==> src/rtl/spike_aer_encoder_pkg.sv <==
// Shared types and constants for the spike-to-AER encoder.
package lif_aer_pkg;

    localparam int DROP_CNT_W     = 16;
    localparam int AER_ADDR_MAX_W = 10;
    localparam int AER_TS_MAX_W   = 32;

    // Widest event record; instances carry only ADDR_W (+ TS_WIDTH) of it.
    typedef struct packed {
        logic [AER_TS_MAX_W-1:0]   ts;
        logic [AER_ADDR_MAX_W-1:0] addr;
    } aer_event_t;

    function automatic int addr_w(input int num_neurons);
        return (num_neurons < 2) ? 1 : $clog2(num_neurons);
    endfunction

endpackage

==> src/rtl/spike_aer_encoder_fifo.sv <==
// Event FIFO with registered output; occupancy includes the word held at the output.
module aer_event_fifo #(
    parameter int DEPTH = 8,
    parameter int WIDTH = 8
) (
    input  logic             clk_i,
    input  logic             rst_ni,
    input  logic             push_i,
    input  logic [WIDTH-1:0] din_i,
    input  logic             pop_i,
    output logic             full_o,
    output logic             empty_o,
    output logic             valid_o,
    output logic [WIDTH-1:0] dout_o
);
    localparam int PTR_W = $clog2(DEPTH);
    localparam int CNT_W = PTR_W + 1;

    logic [WIDTH-1:0] mem [DEPTH];
    logic [PTR_W-1:0] wr_ptr_q, wr_ptr_d;
    logic [PTR_W-1:0] rd_ptr_q, rd_ptr_d;
    logic [CNT_W-1:0] count_q, count_d, remain;
    logic             valid_q, valid_d;
    logic [WIDTH-1:0] dout_q;
    logic             do_push, do_pop;

    assign empty_o = (count_q == '0);
    assign full_o  = (count_q == CNT_W'(DEPTH));
    assign do_pop  = pop_i & valid_q;
    // A pop frees the slot on the same edge, so a full FIFO still takes a push.
    assign do_push = push_i & (~full_o | do_pop);

    always_comb begin
        wr_ptr_d = wr_ptr_q + PTR_W'(do_push);
        rd_ptr_d = rd_ptr_q + PTR_W'(do_pop);
        remain   = count_q - CNT_W'(do_pop);
        count_d  = remain + CNT_W'(do_push);
        valid_d  = (remain != '0);
    end

    always_ff @(posedge clk_i) begin
        if (do_push) begin
            mem[wr_ptr_q] <= din_i;
        end
    end

    // Only entries written before this edge are read, giving a two-edge push-to-valid path.
    always_ff @(posedge clk_i or negedge rst_ni) begin
        if (!rst_ni) begin
            wr_ptr_q <= '0;
            rd_ptr_q <= '0;
            count_q  <= '0;
            valid_q  <= 1'b0;
            dout_q   <= '0;
        end else begin
            wr_ptr_q <= wr_ptr_d;
            rd_ptr_q <= rd_ptr_d;
            count_q  <= count_d;
            valid_q  <= valid_d;
            if (valid_d) begin
                dout_q <= mem[rd_ptr_d];
            end
        end
    end

    assign valid_o = valid_q;
    assign dout_o  = dout_q;

endmodule

==> src/rtl/spike_aer_encoder.sv <==
// Spike-to-AER encoder: rising-edge detect, lowest-index arbiter, event FIFO.
// Define LIF_AER_TIMESTAMP_EN to add the timestamp counter and the aer_ts port.
module spike_aer_encoder
    import lif_aer_pkg::*;
#(
    parameter int  NUM_NEURONS = 16,
    parameter int  FIFO_DEPTH  = 8,
    parameter int  TS_WIDTH    = 16,
    localparam int ADDR_W      = addr_w(NUM_NEURONS)
) (
    input  logic                   clk,
    input  logic                   rst,
    input  logic [NUM_NEURONS-1:0] spike,
    output logic                   aer_valid,
    input  logic                   aer_ready,
    output logic [ADDR_W-1:0]      aer_addr,
`ifdef LIF_AER_TIMESTAMP_EN
    output logic [TS_WIDTH-1:0]    aer_ts,
`endif
    output logic [DROP_CNT_W-1:0]  drop_cnt,
    output logic                   overflow
);
`ifdef LIF_AER_TIMESTAMP_EN
    localparam bit TS_EN = 1'b1;
`else
    localparam bit TS_EN = 1'b0;
`endif
    localparam int EV_W   = ADDR_W + (TS_EN ? TS_WIDTH : 0);
    localparam int LOST_W = $clog2(NUM_NEURONS + 1);

    logic [NUM_NEURONS-1:0] spike_q, pending_q, pending_d;
    logic [NUM_NEURONS-1:0] rise, grant_vec, lost;
    logic [NUM_NEURONS:0]   any_below;
    logic [ADDR_W-1:0]      grant_addr;
    logic [LOST_W-1:0]      lost_cnt;
    logic [DROP_CNT_W:0]    drop_sum;
    logic [DROP_CNT_W-1:0]  drop_cnt_q, drop_cnt_d;
    logic                   overflow_q, overflow_d;
    logic                   fifo_full, fifo_empty, fifo_pop, can_grant, push;
    logic [EV_W-1:0]        push_ev, head_ev;

    assign rise      = spike & ~spike_q;
    assign fifo_pop  = aer_valid & aer_ready & ~fifo_empty;
    assign can_grant = ~fifo_full | fifo_pop;

    // Priority chain: a neuron wins only if no lower index is pending.
    genvar gi;
    assign any_below[0] = 1'b0;
    for (gi = 0; gi < NUM_NEURONS; gi++) begin : g_arb
        assign any_below[gi+1] = any_below[gi] | pending_q[gi];
        assign grant_vec[gi]   = can_grant & pending_q[gi] & ~any_below[gi];
    end
    assign push = can_grant & any_below[NUM_NEURONS];

    always_comb begin
        grant_addr = '0;
        for (int i = 0; i < NUM_NEURONS; i++) begin
            if (grant_vec[i]) begin
                grant_addr = ADDR_W'(i);
            end
        end
    end

    // A new edge on a still-pending neuron merges into the existing request.
    assign lost      = rise & pending_q & ~grant_vec;
    assign pending_d = (pending_q & ~grant_vec) | rise;

    always_comb begin
        lost_cnt = '0;
        for (int i = 0; i < NUM_NEURONS; i++) begin
            lost_cnt = lost_cnt + LOST_W'(lost[i]);
        end
        drop_sum   = {1'b0, drop_cnt_q} + (DROP_CNT_W + 1)'(lost_cnt);
        drop_cnt_d = drop_sum[DROP_CNT_W] ? '1 : drop_sum[DROP_CNT_W-1:0];
        overflow_d = overflow_q | (|lost);
    end

    always_ff @(posedge clk or negedge rst) begin
        if (!rst) begin
            spike_q    <= '0;
            pending_q  <= '0;
            drop_cnt_q <= '0;
            overflow_q <= 1'b0;
        end else begin
            spike_q    <= spike;
            pending_q  <= pending_d;
            drop_cnt_q <= drop_cnt_d;
            overflow_q <= overflow_d;
        end
    end

`ifdef LIF_AER_TIMESTAMP_EN
    logic [TS_WIDTH-1:0] ts_q;

    always_ff @(posedge clk or negedge rst) begin
        if (!rst) begin
            ts_q <= '0;
        end else begin
            ts_q <= ts_q + TS_WIDTH'(1);
        end
    end

    assign push_ev  = {ts_q, grant_addr};
    assign aer_addr = head_ev[ADDR_W-1:0];
    assign aer_ts   = head_ev[EV_W-1:ADDR_W];
`else
    assign push_ev  = grant_addr;
    assign aer_addr = head_ev;
`endif

    aer_event_fifo #(
        .DEPTH (FIFO_DEPTH),
        .WIDTH (EV_W)
    ) u_fifo (
        .clk_i   (clk),
        .rst_ni  (rst),
        .push_i  (push),
        .din_i   (push_ev),
        .pop_i   (fifo_pop),
        .full_o  (fifo_full),
        .empty_o (fifo_empty),
        .valid_o (aer_valid),
        .dout_o  (head_ev)
    );

    assign drop_cnt = drop_cnt_q;
    assign overflow = overflow_q;

endmodule

==> config.mk <==
export PLATFORM = sky130hd
export DESIGN_NAME = spike_aer_encoder
export DESIGN_NICKNAME = d
export VERILOG_FILES = /design/src/rtl/spike_aer_encoder_pkg.sv /design/src/rtl/spike_aer_encoder_fifo.sv /design/src/rtl/spike_aer_encoder.sv
export SDC_FILE = /design/constraint.sdc
export NUM_CORES = 1
export LEC_CHECK = 0
export BUFFER_PORTS_ARGS = -buffer_cell sky130_fd_sc_hd__buf_2
export CORE_ASPECT_RATIO = 1.75
export CORE_MARGIN = 2
export CORE_UTILIZATION = 35
export DETAILED_ROUTE_END_ITERATION = 10
export GPL_ROUTABILITY_DRIVEN = 0
export PLACE_DENSITY = 0.6
export SLEW_MARGIN = 20
export SYNTH_ARGS = -nofsm -noshare
export SYNTH_HDL_FRONTEND = slang
export SYNTH_SLANG_ARGS = --single-unit
export TNS_END_PERCENT = 20
==> constraint.sdc <==
create_clock -name clk -period 6.8 [get_ports clk]
set_input_delay 1.36 -clock clk [delete_from_list [all_inputs] [get_ports clk]]
set_output_delay 1.36 -clock clk [all_outputs]
set_load 0.02 [all_outputs]
After elaboration in Yosys (flattened, before gate mapping):

Memory sizes are Yosys's and may differ from the RTL's. A register that Yosys moved wholly into a read port is not among the register bits.
Index checks and enable logic that the tools add are counted.

* word-level logic and storage cells: 130
* bits of input ports: 19
* flip-flop bits (word level): 60
* memories: 1
* memory bits (writable): 32
* output and inout bits: 22

Memories
* u_fifo.mem: depth 8, bits a word 4, rd ports 1, clocked after memory_dff 1, wr ports 1, line spike_aer_encoder_fifo.sv:19 `logic [WIDTH-1:0] mem [DEPTH];`

* add/sub/neg operators: 20
* reductions and logical operators: 4
* eq/ne operators: 1
* multiplexer cells: 18
* bitwise gates (word level): 78

Operators with widths (count)
* $and A16 B16 Y16: 4
* $add A5 B1 Y5: 11
* $mux W4: 10
* $and A1 B1 Y1: 36
* $not A16 Y16: 2
* $or A1 B1 Y1: 18
* $add A16 B5 Y17: 1
* $not A1 Y1: 17
* $mux W16: 1
* $or A16 B16 Y16: 1
* $reduce_or A16 Y1: 1
* $add A3 B1 Y3: 2
* $mux W3: 2
* $add A4 B1 Y5: 1
* $add A3 B1 Y4: 1
* $add A4 B1 Y4: 1
* $eq A4 B4 Y1 const B: 1
* $logic_not A4 Y1: 1
* $mux W2: 2
* $reduce_bool A4 Y1: 1
* $sub A4 B1 Y4: 1
* $add A2 B1 Y3: 1
* $mux W1: 3
* $add A1 B1 Y2: 1
* $logic_not A1 Y1: 1

Depth between registers and ports, before layout:

* depth in word-level cells: 35
* depth in mapped cells: 20
* gate-level depth less buffers: 19

By module:

A second synthesis with hierarchy kept.

* cell total of the unflattened synthesis: 417
* area total of the unflattened synthesis: 4818.4 um^2

By module, submodules not included
* spike_aer_encoder: sequential area each 1226.2 um^2, instances 1, cells each 262, area an instance 2693.8 um^2
* aer_event_fifo: sequential area each 1336.3 um^2, instances 1, cells each 155, area an instance 2124.5 um^2

Worst setup path after synthesis:

Ideal clock, no wire load.

* path kind: input -> register
* start: in aer_ready
* end: reg drop_cnt_q[9], in the netlist drop_cnt[9]
* setup time: 0.125 ns
* arrival: 6.499 ns
* slack: 0.176 ns
* stages on the path: 20
* path buffers: 2
* data required time: 6.675 ns
* cells stage by stage: a21bo_2 > nor2_1 > or4b_1 > buf_2 > and3_1 > fa_1 > fa_1 > inv_1 > fa_1 > inv_1 > fa_1 > fa_1 > fa_1 > a21o_1 > a21oi_1 > o21bai_1 > nand2_1 > clkbuf_1 > nand2_1 > mux2_2

* word-level cells in the longest chain between the ends: 24
* elaborated cells on any way between the ends: 53
* those cells by class: 16 x add/sub; 1 x mux; 36 x bitwise

Ends and longest elaborated chain
* start: declaration: line spike_aer_encoder.sv:15 `input logic aer_ready,`
* $and A1 B1 Y1 (*) (2 in series): line spike_aer_encoder.sv:43 `assign fifo_pop = aer_valid & aer_ready & ~fifo_empty;`
* $or A1 B1 Y1 (*): line spike_aer_encoder.sv:44 `assign can_grant = ~fifo_full | fifo_pop;`
* $and A1 B1 Y1 (2 in series): line spike_aer_encoder.sv:51 `assign grant_vec[gi] = can_grant & pending_q[gi] & ~any_below[gi];`
* $not A16 Y16 (*): line spike_aer_encoder.sv:65 `assign lost = rise & pending_q & ~grant_vec;`
* $and A16 B16 Y16 (*): line spike_aer_encoder.sv:65
* $add A1 B1 Y2: line spike_aer_encoder.sv:71 `lost_cnt = lost_cnt + LOST_W'(lost[i]);`
* $add A2 B1 Y3: line spike_aer_encoder.sv:71
* $add A3 B1 Y4: line spike_aer_encoder.sv:71
* $add A4 B1 Y5: line spike_aer_encoder.sv:71
* $add A5 B1 Y5 (10 in series): line spike_aer_encoder.sv:71
* $add A5 B1 Y5 (*): line spike_aer_encoder.sv:71
* $add A16 B5 Y17 (*): line spike_aer_encoder.sv:73 `drop_sum = {1'b0, drop_cnt_q} + (DROP_CNT_W + 1)'(lost_cnt);`
* $mux W16 (*): line spike_aer_encoder.sv:74 `drop_cnt_d = drop_sum[DROP_CNT_W] ? '1 : drop_sum[DROP_CNT_W-1:0];`
* named net drop_cnt_d[9]: line spike_aer_encoder.sv:37 `logic [DROP_CNT_W-1:0] drop_cnt_q, drop_cnt_d;`
* end signal: assignment: line spike_aer_encoder.sv:87 `drop_cnt_q <= drop_cnt_d;`
* end: declaration: line spike_aer_encoder.sv:37

Mark *: on every way through the listed nets, which the timed path passes. The rest lies on a longest branch.

Worst setup path after layout:

* start: in aer_ready
* end: reg drop_cnt_q[11], in the netlist drop_cnt[11]

Same word-level chain as after synthesis.

==> flow_summary.ini <==
[outcome]
status = finished clean

[timing]
timing.final.crit_share = 0.932
timing.final.setup_violations = 0
hold_viol = 0
finalSetupTns_ns = 0
slew_headroom = 0.323
fmax_ghz = 0.158
timing.clock.skew_ns = 0.00677
final_max_slew_viol_count = 0
tightest_slew_ns = 1.00
rsz0062_at_grt = no
final_period_minus_worst_setup_slack_ns = 6.34

[floorplan]
die_h_um = 156
fp.dieArea_sq_um = 14100
die_w_um = 90.6
placementRows = 55
pin_count = 41
initial_utilization = 0.357
core_area_sq_um = 12900

[layout]
fin_area_sq_um = 5330
drive_gt1_frac = 0.182
area_delta_synth_final_pct = 15.9
number_of_nets_at_the_end_of_the_flow = 477
n_antenna_cell = 0

[run]
maxCapViolations = 0

[place]
hpwl_um = 7290
numPortBuffers = 40
post_dp_cell_area_sq_um = 5030

[critical_path]
critical_path.max_stage_delay_ns = 0.54
crit_path_max_fanout = 6
timing.critical_path.mode_cell = fa_1
critical_path_start = aer_ready
critical_path_buf_inv_count = 3
worstPathCellList = buf_2 -> a21bo_2 -> nor2_1 -> or4b_1 -> and3_1 -> fa_1 -> fa_1 -> inv_1 -> fa_1 -> inv_1 -> fa_1 -> fa_1 -> fa_1 -> a21o_1 -> a21oi_1 -> o21bai_1 -> nand2_1 -> nand3_1 -> o22a_1
setup.worst_path.start_class = input pin
crit_family = adder cells
crit_arrival_ns = 6.57
timing.critical_path.slowest_stage_cell = or4b_1
ff2ff_setup_slack_ns = 0.65
worstRegToRegCells = 19
critical_path.reg2reg.startpoint = pending_q[2]$_DFF_PN0_
worst_setup_path_end_kind = register
data_required_time_of_the_worst_path_ns = 7.03
worst_r2r_endpoint = drop_cnt[11]$_DFF_PN0_
path_class = input pin to register

[drt]
wire_per_inst_um = 15.5
vias_per_cell = 4.98
remaining_drc_errors = 0
final_antenna_net_count = 0
initialDrtViolationCount = 209
finalWirelength_um = 9370
vias = 3018
dr.pass1.iters = 4

[logic_synthesis]
syn-num-nets = 426
seq_cells_post_synth = 96
syn_avg_cell_area_sq_um = 12.1
synth-edff-count = 32
yosys.cell_types.count = 57
ys_async_sr_fraction = 0.667
mappedNetlistArea_sq_um = 4600
synth_largest_area_cell = dfrtp_1
synth_top_flop_cell = dfrtp_1
yosys-top-cells-count = 64 x dfrtp_1, 33 x inv_1, 32 x edfxtp_1, 31 x nor2_1, 28 x nand2_1
synth_top_cell_area_share = 0.348
seq_area_frac_synth = 0.558
biggest_area_contributors_in_the_synthesized_netlist = dfrtp_1 35%, edfxtp_1 21%, fa_1 5.2%
cell_with_the_most_instances_after_synthesis = dfrtp_1
yosysWarningCount = 0
post_synthesis_instance_total = 379

[min_path]
min_from = spike_q[11]$_DFF_PN0_
min_path_type = register to register
hold_path_depth = 1
worst_hold_path.endpoint = pending_q[11]$_DFF_PN0_

[grt]
grt_pass1_vias = 3172
grt_first_pass_wirelength_um = 15600
grt_start_max_net_pins = 65
grt_antenna_before_repair = 0
globalRouteOverflowTotal = 0
groute.usage.overall = 0.144

[clocking]
cts_buffers = 9
cts-htree-levels = 3
cts_repair_resize_count = 0
clock_tree.root_cell = clkbuf_16
clk-insertion-delay-late_ns = 0.34
clock_sink_count = 96
cts_hold_buffers = 0
tritoncts = yes
postCtsSetupRepairBufs = 0
cts.clk_slew.worst_paths_ns = 0.07
cts-root-to-sink-buffers = 2

[pwr]
cellLeakagePower_nw = 2.31
total_power_w = 0.00224
pwr_density_cell_nw_per_um2 = 421
ir_drop_mv = 0.188
[worst reg2reg max path: cells and delay by family, from the launching register on]
| kind | cells | cell delay, ns |
|---|---|---|
| simple gates | 5 | 1.45 |
| flops | 1 | 0.45 |
| buf+inv | 3 | 0.20 |
| compound gates | 5 | 1.09 |
| fa+ha+maj | 6 | 2.84 |
[cells in the final DEF (no fill, tap or decap), drive strengths merged, types with 13 or more instances in the layout]
cell / n
inv: 39
dfrtp: 64
nand2b: 13
nor2: 32
o21ai: 18
a21oi: 16
ha: 16
buf: 46
edfxtp: 32
nand2: 28
[registers in the layout, summed over array words and instances, names as in the netlist]
name,count
pending_q,16
u_fifo.rd_ptr_q,3
overflow,1
u_fifo.wr_ptr_q,3
u_fifo.dout_o,4
spike_q,16
u_fifo.valid_o,1
u_fifo.mem,32
u_fifo.count_q,4
drop_cnt,16
[how the worst max path moves through the flow]
stage | slack [ns] | cells after the start | endpoint
after floorplan | 0.18 | 20 | drop_cnt[9]$_DFF_PN0_
after global placement | 0.19 | 19 | drop_cnt[11]$_DFF_PN0_
after detailed placement | 0.11 | 19 | drop_cnt[11]$_DFF_PN0_
after CTS | 0.48 | 19 | drop_cnt[11]$_DFF_PN0_
after global routing | 0.17 | 19 | drop_cnt[11]$_DFF_PN0_
final | 0.46 | 19 | drop_cnt[11]$_DFF_PN0_
[power breakdown]
group          internal [W]  total (W)  switching (W)
Combinational      0.000398   0.000894       0.000496
Sequential         0.000769   0.000849      0.0000799
Clock              0.000261   0.000500       0.000239
[cells by family (layout without fill, tap and decap cells)]
family / count (synthesis) / after routing / synth area share
compound gates: 74 / 74 / 0.108
xor+xnor: 11 / 11 / 0.0210
fa+ha+maj: 28 / 28 / 0.0958
buf+inv: 39 / 95 / 0.0321
flops: 96 / 96 / 0.558
mux: 14 / 14 / 0.0528
simple gates: 117 / 117 / 0.133
[final cells by class]
cell class / count / area (sq um)
sequential: 96 / 2560
clock inverter: 7 / 70.1
tap: 171 / 214
clock buffer: 9 / 225
fill: 1248 / 7540
multi-input combinational: 244 / 1890
timing repair buffer: 46 / 245
inverter: 33 / 124
[metrics by stage]
stage | std cells | util | hold slack, ns | setup slack [ns]
CTS | 606 | 0.414 | 0.454 | 0.478
finish | 606 | 0.414 | 0.452 | 0.461
global route | 606 | 0.414 | 0.488 | 0.165
floorplan | 379 | - | 0.415 | 0.176
detailed placement | 590 | 0.391 | 0.443 | 0.111
global placement | 590 | 0.391 | 0.432 | 0.187
[routing by layer]
layer | global-route usage | vias up | wire [um]
met2 | 0.261 | 90 | 5140
met4 | 0.0872 | 0 | 445
met3 | 0.0343 | 29 | 416
li1 | - | 1453 | -
met1 | 0.149 | 1446 | 3360
met5 | 0 | - | 0
Power figures use the tool's default switching activity.
